[src/rtl/ahb_cmd_manager.sv]
// AHB-Lite manager: queues single-transfer commands, runs them as pipelined NONSEQ
// transfers and returns one in-order response per command through a response FIFO.
module ahb_cmd_manager #(
    parameter int AddressWidth = 32,
    parameter int DataWidth    = 32,
    parameter int FifoDepth    = 4
) (
    input  logic                    HCLK,
    input  logic                    HRESET,
    input  logic                    cmd_valid,
    output logic                    cmd_ready,
    input  logic                    cmd_write,
    input  logic [AddressWidth-1:0] cmd_addr,
    input  logic [2:0]              cmd_size,
    input  logic [DataWidth-1:0]    cmd_wdata,
    output logic                    rsp_valid,
    input  logic                    rsp_ready,
    output logic [DataWidth-1:0]    rsp_rdata,
    output logic                    rsp_error,
    output logic [AddressWidth-1:0] HADDR,
    output logic                    HWRITE,
    output logic [2:0]              HSIZE,
    output logic [1:0]              HTRANS,
    output logic [DataWidth-1:0]    HWDATA,
    input  logic                    HREADY,
    input  logic [DataWidth-1:0]    HRDATA,
    input  logic                    HRESP
);

    localparam int PtrW = (FifoDepth > 1) ? $clog2(FifoDepth) : 1;
    localparam int CntW = PtrW + 1;
    localparam logic [CntW-1:0] Full = CntW'(FifoDepth);

    typedef enum logic {ADDR_IDLE, ADDR_BUSY} addr_stage_t;
    typedef enum logic [1:0] {DATA_NONE, DATA_XFER, DATA_ERR} data_stage_t;

    addr_stage_t addr_stage;
    data_stage_t data_stage;
    logic        data_write;

    logic [AddressWidth-1:0] cmd_addr_mem  [FifoDepth];
    logic [DataWidth-1:0]    cmd_wdata_mem [FifoDepth];
    logic [2:0]              cmd_size_mem  [FifoDepth];
    logic                    cmd_write_mem [FifoDepth];
    logic [PtrW-1:0]         cmd_rd, cmd_wr;
    logic [CntW-1:0]         cmd_count;

    logic [DataWidth-1:0]    rsp_data_mem [FifoDepth];
    logic                    rsp_err_mem  [FifoDepth];
    logic [PtrW-1:0]         rsp_rd, rsp_wr;
    logic [CntW-1:0]         rsp_count;

    logic                 addr_busy, data_busy, err_first, addr_adv;
    logic                 cmd_push, cmd_pop, cmd_avail, rsp_push, rsp_pop, launch;
    logic                 rsp_push_err;
    logic [DataWidth-1:0] rsp_push_data;
    logic [PtrW-1:0]      launch_ptr;
    logic [CntW:0]        credits_used;

    assign addr_busy = (addr_stage == ADDR_BUSY);
    assign data_busy = (data_stage != DATA_NONE);
    // First cycle of a two-cycle ERROR response: cancel whatever sits in the address stage.
    assign err_first = (data_stage == DATA_XFER) && HRESP && !HREADY;
    assign addr_adv  = !addr_busy || HREADY;
    assign cmd_pop   = addr_busy && HREADY;

    // The address stage always holds the FIFO head, so a new launch reads one entry past it.
    assign cmd_avail    = cmd_pop ? (cmd_count > CntW'(1)) : (cmd_count != '0);
    assign launch_ptr   = cmd_pop ? cmd_rd + PtrW'(1) : cmd_rd;
    assign credits_used = {1'b0, rsp_count} + (CntW+1)'(addr_busy) + (CntW+1)'(data_busy);
    assign launch       = addr_adv && !err_first && cmd_avail &&
                          (credits_used < (CntW+1)'(FifoDepth));

    assign rsp_push      = HREADY && data_busy;
    assign rsp_push_err  = (data_stage == DATA_ERR) || HRESP;
    assign rsp_push_data = (!rsp_push_err && !data_write) ? HRDATA : '0;

    assign cmd_ready = !HRESET && ((cmd_count != Full) || cmd_pop);
    assign cmd_push  = cmd_valid && cmd_ready;
    assign rsp_valid = (rsp_count != '0);
    assign rsp_pop   = rsp_valid && rsp_ready;
    assign rsp_rdata = rsp_valid ? rsp_data_mem[rsp_rd] : '0;
    assign rsp_error = rsp_valid ? rsp_err_mem[rsp_rd] : 1'b0;
    assign HTRANS    = (addr_busy && !err_first) ? 2'b10 : 2'b00;

    always_ff @(posedge HCLK or posedge HRESET) begin
        if (HRESET) begin
            addr_stage <= ADDR_IDLE;
            data_stage <= DATA_NONE;
            data_write <= 1'b0;
            cmd_rd     <= '0;
            cmd_wr     <= '0;
            cmd_count  <= '0;
            rsp_rd     <= '0;
            rsp_wr     <= '0;
            rsp_count  <= '0;
            HADDR      <= '0;
            HWRITE     <= 1'b0;
            HSIZE      <= '0;
            HWDATA     <= '0;
        end else begin
            if (cmd_push) cmd_wr <= cmd_wr + PtrW'(1);
            if (cmd_pop)  cmd_rd <= cmd_rd + PtrW'(1);
            cmd_count <= cmd_count + CntW'(cmd_push) - CntW'(cmd_pop);

            if (rsp_push) rsp_wr <= rsp_wr + PtrW'(1);
            if (rsp_pop)  rsp_rd <= rsp_rd + PtrW'(1);
            rsp_count <= rsp_count + CntW'(rsp_push) - CntW'(rsp_pop);

            // Address stage -> data stage boundary
            if (err_first) begin
                addr_stage <= ADDR_IDLE;
                data_stage <= DATA_ERR;
            end else begin
                if (addr_adv) addr_stage <= launch ? ADDR_BUSY : ADDR_IDLE;
                if (HREADY) begin
                    if (addr_busy) begin
                        data_stage <= DATA_XFER;
                        data_write <= HWRITE;
                        HWDATA     <= cmd_wdata_mem[cmd_rd];
                    end else begin
                        data_stage <= DATA_NONE;
                    end
                end
            end

            if (launch) begin
                HADDR  <= cmd_addr_mem[launch_ptr];
                HWRITE <= cmd_write_mem[launch_ptr];
                HSIZE  <= cmd_size_mem[launch_ptr];
            end
        end
    end

    // FIFO storage carries data only, so it needs no reset.
    always_ff @(posedge HCLK) begin
        if (cmd_push) begin
            cmd_addr_mem[cmd_wr]  <= cmd_addr;
            cmd_wdata_mem[cmd_wr] <= cmd_wdata;
            cmd_size_mem[cmd_wr]  <= cmd_size;
            cmd_write_mem[cmd_wr] <= cmd_write;
        end
        if (rsp_push) begin
            rsp_data_mem[rsp_wr] <= rsp_push_data;
            rsp_err_mem[rsp_wr]  <= rsp_push_err;
        end
    end

endmodule

[config.mk]
export PLATFORM = sky130hd
export DESIGN_NAME = ahb_cmd_manager
export DESIGN_NICKNAME = d
export VERILOG_FILES = /design/src/rtl/ahb_cmd_manager.sv
export SDC_FILE = /design/constraint.sdc
export NUM_CORES = 1
export LEC_CHECK = 0
export BUFFER_PORTS_ARGS = -buffer_cell sky130_fd_sc_hd__buf_2
export CORE_MARGIN = 3
export CORE_UTILIZATION = 55
export DETAILED_ROUTE_END_ITERATION = 10
export HOLD_SLACK_MARGIN = 0.12
export PLACE_DENSITY = 0.76
export SLEW_MARGIN = 25
export SYNTH_ARGS = -nofsm -noshare
export SYNTH_HDL_FRONTEND = slang
export SYNTH_SLANG_ARGS = --single-unit
[constraint.sdc]
create_clock -name HCLK -period 3.88 [get_ports HCLK]
set_input_delay 0 -clock HCLK [delete_from_list [all_inputs] [get_ports HCLK]]
set_output_delay 0 -clock HCLK [all_outputs]
set_load 0.1 [all_outputs]
==> metrics.txt <==
status finished, final reports clean; Fin Hold WS 211 ps; area growth from synthesis to layout 22.3%; worst stage delay on the critical path ~640 ps; CP Cell Sequence nand2_4 > inv_8 > xnor2_4 > buf_4 > nand2_1 > and3_1 > o31ai_1; min cycle time layout 2930 ps; routed vias/inst 5.44; vias in the first global route 10858; Routed Antenna Nets 0; Critical Path End HADDR[12]; post-route clock period utilization around three quarters; Max Cap Violations 0; I/O pin count 211; CP Depth 7; total grt overflow 0; min-delay worst type in -> reg; Fin Setup TNS 0 ps; Crit path max-delay family simple AND/OR/NAND/NOR gates; Syn Std Cell Area 18800 um^2; # resized after CTS 0; TritonCTS clock tree done; Core Rows 67; Fill cells around 2200; Max Fclk 342 MHz; die area 36400 um^2; multi-input logic area 4230 um^2; crit start category flop; Worst-path clk slew 60 ps; WL per Instance 20.0 um; Avg Cell Area, Syn 17.8 um^2; Ys Warns 0; Nets 1506; CTS H-tree lvls 2; setup bufs post-CTS 0; Worst setup EP type flop; layout cells sized above 1 between 20% and 30%; final WL 37.4 mm; Initial Utilization 55.9%; WP data arrival 3360 ps; library cells used by synthesis 38; sequential share of the synthesized area 76.0%; Die Span X around 190 um; cts hold-fix bufs about 110; Synth area leader edfxtp_1; latest clock arrival within the worst-skew pair 540 ps; post-detail-place hpwl approximately 21 mm; first-pass GRT wire length 59.5 mm; CP Data Required Time ~4300 ps; Worst Tran Pin Value 915 ps; total iterations of the first detailed-routing run 5; Clock Tree Root clkbuf_16; FF-to-FF path depth 7; flop2flop setup slack 950 ps; largest fanout on the critical path 42; worst path bufs/invs 2; Synth Instances 1054; most frequent cells in the layout edfxtp_1 (404), buf_2 (209), nand2_1 (176); Final Skew 11.3 ps; ranking of synthesized cells by area edfxtp_1 (65%), dfrtp_1 (11%), mux4_2 (9.3%), nand2_1 (3.5%), and2_1 (3.0%); Max Slew Vio Count 0; Hold Fails Final Rpt 0; GP Congestion around 0.74; Worst slew margin 39.0%; register area between 10000 and 15000 um^2; drt drc 0; clock buffer count from CTS 48; Setup WS post-layout 955 ps; DR iter-0 viols between 600 and 700; Finish-stage setup viols 0; Die H 191 um; core region area approximately 34000 um^2; commonest non-fill, non-tap cell in the layout edfxtp_1; Place WS ~870 ps; IO buf count between 200 and 250; critical path class reg -> reg; antenna violations before repair 2; Synthesized Nets 1177; crit path launch addr_busy; slowest cell on the critical path xnor2_4; r2r startpoint addr_busy; RSZ-0062 raised after global routing no; Seq cells post-synth 490; total track usage between 20% and 30%; CTS Buffer Depth 3; reg2reg end HADDR[12]; sinks on the clock net 490; pin count of the biggest net entering global routing 59; Synth top area share between 60% and 70%; total number of vias 10181
[area by class of cell]
class | instances | area share, %
repair buffers | 334 | 9.95
multi-input cells | 490 | 18.4
inverters | 19 | 0.354
diodes | 2 | 0.0218
well taps | 448 | 2.44
flip-flops and latches | 490 | 62.2
clock buffers | 71 | 6.00
clock inverters | 17 | 0.659
[registers in the layout, indices dropped and copies added (netlist names), 3 cells and up]
name	flops
rsp_data_mem	128
HADDR	32
rsp_count	3
HSIZE	3
cmd_size_mem	12
rsp_err_mem	4
cmd_wdata_mem	128
HWDATA	32
cmd_addr_mem	128
cmd_count	3
cmd_write_mem	4
[cells in the mapped netlist]
cell      instances
dfrtp_1          86
or3_1             1
clkbuf_1         32
and4b_1           1
ha_1             15
and2_0            2
mux2i_1           1
mux2_2           11
edfxtp_1        404
nor2_1            4
a31oi_1           1
a211oi_1         24
buf_2            13
a21oi_1           3
o21ai_0           3
xor2_1            3
nand2b_1          2
and2_1           90
o31ai_1          25
nand2_1         176
conb_1            1
inv_1            18
nor4bb_1          1
and3_1           32
buf_1             3
a21o_1            2
a221oi_1          1
buf_4             6
inv_8             1
xnor2_4           1
or2_2             2
nor2b_1           2
mux4_2           78
nand2_4           1
fa_1              2
xnor2_1           4
o21ai_2           1
buf_6             1
[per-stage QoR]
stage          area (um^2)  util, %  cells
6_report             23000     68.4   1871
5_1_grt              23000     68.4   1871
4_1_cts              23000     68.4   1869
3_5_place_dp         20400     60.7   1675
3_3_place_gp         20400     60.7   1675
2_1_floorplan        18800        -   1054
[cell families after synthesis]
group                      count (synthesis)  synth area share [%]
adders and majority gates                 17                  1.21
and+or+nand+nor                          314                  8.12
other                                      1                0.0200
xor gates and xnor gates                   8                 0.473
AOI/OAI and AO/OA                         60                  2.32
DFF                                      490                  76.0
buffers and inverters                     74                  1.76
muxes                                     90                  10.1
[worst register-to-register path, stage by stage (launching register included)]
cell and delay (ps):
dfrtp_1 460, nand2_4 420, inv_8 220, xnor2_4 640, buf_4 520, nand2_1 150
and3_1 190, o31ai_1 220
[worst min-delay path by stage]
stage / from / to / slack (ps) / cells after the start
floorplan: cmd_addr[0] / cmd_addr_mem[0][0] / 100 / 0
global route: cmd_wdata[1] / cmd_wdata_mem[2][1] / 210 / 2
CTS: cmd_addr[8] / cmd_addr_mem[2][8] / 170 / 2
detailed placement: cmd_addr[8] / cmd_addr_mem[0][8] / 220 / 1
finish: cmd_addr[2] / cmd_addr_mem[1][2] / 210 / 2
global placement: cmd_addr[10] / cmd_addr_mem[3][10] / 210 / 1
[routing by layer]
metal | track usage, % | vias up | routed length [um]
met5 | 0 | - | 0
met4 | 5.48 | 0 | 768
met3 | 3.71 | 66 | 2310
met2 | 36.5 | 350 | 19100
met1 | 28.5 | 5132 | 15200
li1 | - | 4633 | -
Power is not shown: default switching activity piles up to over one toggle a cycle in this logic, so the estimate is an artifact.
